==> config.mk <==
export PLATFORM = sky130hd
export DESIGN_NAME = spi_slave
export DESIGN_NICKNAME = d
export VERILOG_FILES = /design/src/rtl/spi_slave.sv
export SDC_FILE = /design/constraint.sdc
export NUM_CORES = 1
export LEC_CHECK = 0
export BUFFER_PORTS_ARGS = -buffer_cell sky130_fd_sc_hd__buf_4
export CORE_MARGIN = 2
export CORE_UTILIZATION = 56
export CTS_CLUSTER_DIAMETER = 60
export DETAILED_ROUTE_END_ITERATION = 6
export PLACE_DENSITY = 0.86
export SLEW_MARGIN = 20
export SYNTH_ARGS = -nofsm -noshare
export SYNTH_HDL_FRONTEND = slang
export SYNTH_SLANG_ARGS = --single-unit
==> constraint.sdc <==
create_clock -name clk_i -period 2.24 [get_ports clk_i]
set_input_delay 0.112 -clock clk_i [delete_from_list [all_inputs] [get_ports clk_i]]
set_output_delay 0.112 -clock clk_i [all_outputs]
set_load 0.01 [all_outputs]
==> src/rtl/spi_slave.sv <==
// Byte-oriented SPI slave: oversampled SCK/CS/MOSI, MSB-first, all four SPI modes.
// Optional macro SPI_SLAVE_UNDERRUN_EN adds tx_underrun_o (IDLE_BYTE substitution pulse).
//
//   state  | meaning
//   IDLE   | CS high; SCK edges ignored; MISO not driven
//   ACTIVE | CS low; sampling MOSI / shifting MISO on classified SCK edges
module spi_slave #(
    parameter int unsigned SPI_MODE  = 0,
    parameter logic [7:0]  IDLE_BYTE = 8'hFF
) (
    input  logic       clk_i,
    input  logic       reset_l_i,
    input  logic [7:0] tx_data_byte_i,
    input  logic       tx_data_valid_i,
    output logic       tx_ready_o,
    output logic [7:0] rx_data_byte_o,
    output logic       rx_data_valid_o,
    input  logic       spi_clk_i,
    input  logic       spi_cs_n_i,
    input  logic       spi_mosi_i,
    output logic       spi_miso_o,
`ifdef SPI_SLAVE_UNDERRUN_EN
    output logic       tx_underrun_o,
`endif
    output logic       spi_miso_oe_o
);

    localparam logic [1:0] MODE = 2'(SPI_MODE);
    localparam logic       CPOL = MODE[1];
    localparam logic       CPHA = MODE[0];

    typedef enum logic {
        IDLE   = 1'b0,
        ACTIVE = 1'b1
    } state_t;

    logic sck_meta_q, sck_sync_q, sck_prev_q;
    logic cs_meta_q, cs_sync_q, cs_prev_q;
    logic mosi_meta_q, mosi_sync_q;

    state_t     state_q, state_d;
    logic [2:0] bit_cnt_q, bit_cnt_d;
    logic [6:0] rx_shift_q, rx_shift_d;
    logic [7:0] tx_shift_q, tx_shift_d;
    logic [7:0] hold_q, hold_d;
    logic       hold_vld_q, hold_vld_d;
    logic [7:0] rx_byte_q, rx_byte_d;
    logic       rx_vld_q, rx_vld_d;
    logic       miso_q, miso_d;
    logic       oe_q, oe_d;
    logic       reload_pend_q, reload_pend_d;
    logic       skip_q, skip_d;
`ifdef SPI_SLAVE_UNDERRUN_EN
    logic       underrun_q, underrun_d;
`endif

    logic lead_edge, trail_edge, sample_edge, shift_edge;
    logic cs_fall, cs_rise, byte_start;

    // CS chain resets low so that a CS already low at reset release never
    // looks like a falling edge; a fresh high-to-low transition is required.
    always_ff @(posedge clk_i or negedge reset_l_i) begin
        if (!reset_l_i) begin
            sck_meta_q  <= CPOL;
            sck_sync_q  <= CPOL;
            sck_prev_q  <= CPOL;
            cs_meta_q   <= 1'b0;
            cs_sync_q   <= 1'b0;
            cs_prev_q   <= 1'b0;
            mosi_meta_q <= 1'b0;
            mosi_sync_q <= 1'b0;
        end else begin
            sck_meta_q  <= spi_clk_i;
            sck_sync_q  <= sck_meta_q;
            sck_prev_q  <= sck_sync_q;
            cs_meta_q   <= spi_cs_n_i;
            cs_sync_q   <= cs_meta_q;
            cs_prev_q   <= cs_sync_q;
            mosi_meta_q <= spi_mosi_i;
            mosi_sync_q <= mosi_meta_q;
        end
    end

    assign lead_edge   = (sck_prev_q == CPOL) && (sck_sync_q != CPOL);
    assign trail_edge  = (sck_prev_q != CPOL) && (sck_sync_q == CPOL);
    assign sample_edge = CPHA ? trail_edge : lead_edge;
    assign shift_edge  = CPHA ? lead_edge : trail_edge;
    assign cs_fall     = cs_prev_q && !cs_sync_q;
    assign cs_rise     = !cs_prev_q && cs_sync_q;

    always_comb begin
        state_d       = state_q;
        bit_cnt_d     = bit_cnt_q;
        rx_shift_d    = rx_shift_q;
        tx_shift_d    = tx_shift_q;
        hold_d        = hold_q;
        hold_vld_d    = hold_vld_q;
        rx_byte_d     = rx_byte_q;
        rx_vld_d      = 1'b0;
        miso_d        = miso_q;
        oe_d          = oe_q;
        reload_pend_d = reload_pend_q;
        skip_d        = skip_q;
        byte_start    = 1'b0;
`ifdef SPI_SLAVE_UNDERRUN_EN
        underrun_d    = 1'b0;
`endif

        if (tx_data_valid_i && !hold_vld_q) begin
            hold_d     = tx_data_byte_i;
            hold_vld_d = 1'b1;
        end

        case (state_q)
            IDLE: begin
                if (cs_fall) begin
                    state_d       = ACTIVE;
                    byte_start    = 1'b1;
                    bit_cnt_d     = 3'd0;
                    oe_d          = 1'b1;
                    skip_d        = CPHA;
                    reload_pend_d = 1'b0;
                end
            end
            ACTIVE: begin
                if (sample_edge) begin
                    rx_shift_d = {rx_shift_q[5:0], mosi_sync_q};
                    bit_cnt_d  = bit_cnt_q + 3'd1;
                    if (bit_cnt_q == 3'd7) begin
                        rx_byte_d     = {rx_shift_q, mosi_sync_q};
                        rx_vld_d      = 1'b1;
                        reload_pend_d = 1'b1;
                    end
                end
                // The shift edge after a completed byte becomes the reload.
                if (shift_edge) begin
                    if (skip_q) begin
                        skip_d = 1'b0;
                    end else if (reload_pend_q) begin
                        byte_start    = 1'b1;
                        reload_pend_d = 1'b0;
                    end else begin
                        tx_shift_d = {tx_shift_q[6:0], 1'b0};
                        miso_d     = tx_shift_q[6];
                    end
                end
                // A byte finishing on this same edge keeps its rx_vld_d pulse.
                if (cs_rise) begin
                    state_d       = IDLE;
                    bit_cnt_d     = 3'd0;
                    oe_d          = 1'b0;
                    reload_pend_d = 1'b0;
                    skip_d        = 1'b0;
                    byte_start    = 1'b0;
                end
            end
            default: state_d = IDLE;
        endcase

        if (byte_start) begin
            if (hold_vld_q) begin
                tx_shift_d = hold_q;
                miso_d     = hold_q[7];
                hold_vld_d = 1'b0;
            end else begin
                tx_shift_d = IDLE_BYTE;
                miso_d     = IDLE_BYTE[7];
`ifdef SPI_SLAVE_UNDERRUN_EN
                underrun_d = 1'b1;
`endif
            end
        end
    end

    always_ff @(posedge clk_i or negedge reset_l_i) begin
        if (!reset_l_i) begin
            state_q       <= IDLE;
            bit_cnt_q     <= 3'd0;
            rx_shift_q    <= 7'd0;
            tx_shift_q    <= 8'd0;
            hold_q        <= 8'd0;
            hold_vld_q    <= 1'b0;
            rx_byte_q     <= 8'd0;
            rx_vld_q      <= 1'b0;
            miso_q        <= 1'b0;
            oe_q          <= 1'b0;
            reload_pend_q <= 1'b0;
            skip_q        <= 1'b0;
`ifdef SPI_SLAVE_UNDERRUN_EN
            underrun_q    <= 1'b0;
`endif
        end else begin
            state_q       <= state_d;
            bit_cnt_q     <= bit_cnt_d;
            rx_shift_q    <= rx_shift_d;
            tx_shift_q    <= tx_shift_d;
            hold_q        <= hold_d;
            hold_vld_q    <= hold_vld_d;
            rx_byte_q     <= rx_byte_d;
            rx_vld_q      <= rx_vld_d;
            miso_q        <= miso_d;
            oe_q          <= oe_d;
            reload_pend_q <= reload_pend_d;
            skip_q        <= skip_d;
`ifdef SPI_SLAVE_UNDERRUN_EN
            underrun_q    <= underrun_d;
`endif
        end
    end

    assign tx_ready_o      = !hold_vld_q;
    assign rx_data_byte_o  = rx_byte_q;
    assign rx_data_valid_o = rx_vld_q;
    assign spi_miso_o      = miso_q;
    assign spi_miso_oe_o   = oe_q;
`ifdef SPI_SLAVE_UNDERRUN_EN
    assign tx_underrun_o   = underrun_q;
`endif

endmodule

==> results.cfg <==
[global_routing]
grt_max_degree = 48
gr-usage-all-layers = 0.180
grt_pass1_vias = 1231
grt_pass1_wl_microns = 5460
antenna_found_initial = 0
grt_overflow = 0

[synth]
synthArstFlopShare = 1.00
avgSynthCellArea_sq_um = 14.2
yosysSeqAreaShare = 0.607
ys_types = 24
ys.flop_type = dfrtp_1
synthCells = 136
syn_area_sq_um = 1940
synth_top_area_frac = 0.607
synth_edf_count = 0
synth_area_leaders = dfrtp_1, mux2_2, mux2i_1
syn_nets = 152
yosys_register_bits = 47
synth_area_leader_cell = dfrtp_1
yosys_warnings = 0

[timing]
clock_skew_ns = 0.00734
tightest_slew_ns = 0.675
hold_viol_final = 0
timing.hold.ws_ns = 0.264
finalCritPeriodShare = 0.814
max_freq_mhz = 548
post-route-min-period_ns = 1.82
setup_violations = 0
slew_violations = 0
slew_headroom = 0.549
rsz0062_at_grt = false
finalSetupTns_ns = 0

[critical_path]
rr_worst_depth = 4
crit_start = state_q$_DFF_PN0_
cp_data_required_time_ns = 2.50
worstReg2RegStart = state_q$_DFF_PN0_
cp.arrival_ns = 2.09
reg2reg_slack_ns = 0.42
critPathMaxFanout = 10
r2r_end = tx_shift_q[1]$_DFFE_PN0P_
worstSetupPathType = flop to flop
crit_path_end_kind = flop
cp-start-kind = flop

[floorplanning]
initial_core_util = 0.580
pin_count = 26
die_w_microns = 62.8
fp.coreArea_sq_um = 3340
die_area_sq_um = 3950
fp-row-count = 21
die_h_microns = 62.8

[route]
drt_pass1_iterations = 4
viasPerCell = 5.02
final_antenna_net_count = 0
detail_route.wirelength_microns = 3080
vias = 1130
drt_iter0_drc = 30
drc = 0
routedWlPerCell_microns = 13.7

[power]
seqPwrFrac = 0.560
swShare = 0.285
max-vdd-ir-drop_mv = 0.673
internal-power_uw = 1530
power_frac_clock = 0.197
p_sw_uw = 610
p_comb_frac = 0.243
leakage_uw = 0.00113
pwr_density_cell_nw_per_um2 = 908

[finish]
area_growth_pct = 21.6
fill_cells = 225
antenna_cells = 0
final_layout_size_suffix_gt1_frac = 0.369
regArea_sq_um = 1180
nNetsFinal = 194
multi_input_area_sq_um = 716
stdcell_area_sq_um = 2350

[placed_design]
dp_hpwl_microns = 2140
place_area_sq_um = 2170
place.gp.congestion = 0.734
port_buffers = 25

[clock_network]
cts_buffer_depth = 2
htree_levels = 2
post_cts_buffers = 0
tritoncts = built
path_clk_slew_ns = 0.13
worstSkewPairLatency_ns = 0.36
cts-resized-gates = 0
cts_buffers = 5
cts_sinks = 47
clockRootBuffer = clkbuf_4

[job]
maxCapViolations = 0

[run_status]
outcome = completed

[worst_hold_path]
holdCritPathClass = input port to async pin
## cell usage in the layout (no fill, tap or decap), drive strengths merged
cell type	count
dfrtp	47
mux2	28
buf	25
dlygate4sd3	12
nor2	10
mux2i	10
inv	8
clkbuf	6
nand2	5
nand2b	5
o21ai	4
nor2b	4
nand3	2
a21oi	2
a22o	2
ha	2
o32ai	2
or2b	1
o21bai	1
a221oi	1
clkinvlp	1
clkinv	1
## Yosys cell counts, types with 2 or more instances
| cell | instances |
|---|---|
| dfrtp_1 | 47 |
| a21oi_1 | 2 |
| nand2b_1 | 4 |
| inv_1 | 8 |
| nor2_1 | 10 |
| nand2_1 | 4 |
| mux2i_1 | 10 |
| ha_1 | 2 |
| a22o_1 | 2 |
| mux2_2 | 24 |
| nor2b_1 | 3 |
| nand3_1 | 2 |
| mux2_4 | 4 |
| o21ai_0 | 4 |
## timing repair
| action | 4_1_cts | 5_1_grt |
|---|---|---|
| hold buffers | 12 | 0 |
| hold endpoints to repair | 58 | 0 |
| endpoints found under the setup margin | 0 | 0 |
## power by group through the flow
stage	registers [uW]	clock network [uW]	logic [uW]
finish	1200	422	519
global route	1230	476	578
CTS	1200	443	527
detailed placement	1220	0	510
global placement	1200	0	479
floorplan	1170	0	393
## flip-flops by register name, summed over array words and instances (netlist names), 3 cells and up
register / cells
bit_cnt_q: 3
hold_q: 8
rx_data_byte_o: 8
rx_shift_q: 7
tx_shift_q: 7
## how the worst max path moves through the flow
stage | end | cells after the start
finish | tx_shift_q[1]$_DFFE_PN0P_ | 4
detailed placement | tx_shift_q[3]$_DFFE_PN0P_ | 4
global placement | spi_miso_o$_DFFE_PN0P_ | 4
floorplan | spi_miso_o$_DFFE_PN0P_ | 4
CTS | tx_shift_q[1]$_DFFE_PN0P_ | 4
global route | tx_shift_q[1]$_DFFE_PN0P_ | 4
## through the flow
stage          setup WS (ns)   util  cells  total power, uW
2_1_floorplan          0.675      -    136             1570
3_3_place_gp           0.527  0.649    205             1680
3_5_place_dp           0.440  0.649    205             1730
4_1_cts                0.408  0.706    225             2170
5_1_grt                0.296  0.706    225             2280
6_report               0.416  0.706    225             2140
## layout make-up
class	count	area share
Sequential cell	47	0.499
Multi-Input combinational cell	79	0.304
Timing Repair Buffer	37	0.131
Tap cell	46	0.0244
Clock buffer	6	0.0218
Inverter	8	0.0128
Clock inverter	2	0.00691
## critical path, stage by stage, from the launching register on
cell and delay, ns:
dfrtp_1 0.60, nand2_2 0.11, o32ai_4 0.57, mux2i_1 0.16
mux2_4 0.28
## kinds of logic (layout without fill, tap and decap cells)
| logic type | Yosys count | after routing | synth area share |
|---|---|---|---|
| buf+inv | 10 | 53 | 0.0233 |
| mux | 38 | 38 | 0.222 |
| simple gates | 27 | 27 | 0.0736 |
| fa+ha+maj | 2 | 2 | 0.0129 |
| flops | 47 | 47 | 0.607 |
| compound gates | 12 | 12 | 0.0607 |
## metal layers
layer,routed length (microns),GRT usage
met1,1380,0.240
met2,1550,0.289
met3,118,0.0541
met4,36,0.0500
met5,0,0
(Power assumes the default switching activity.)
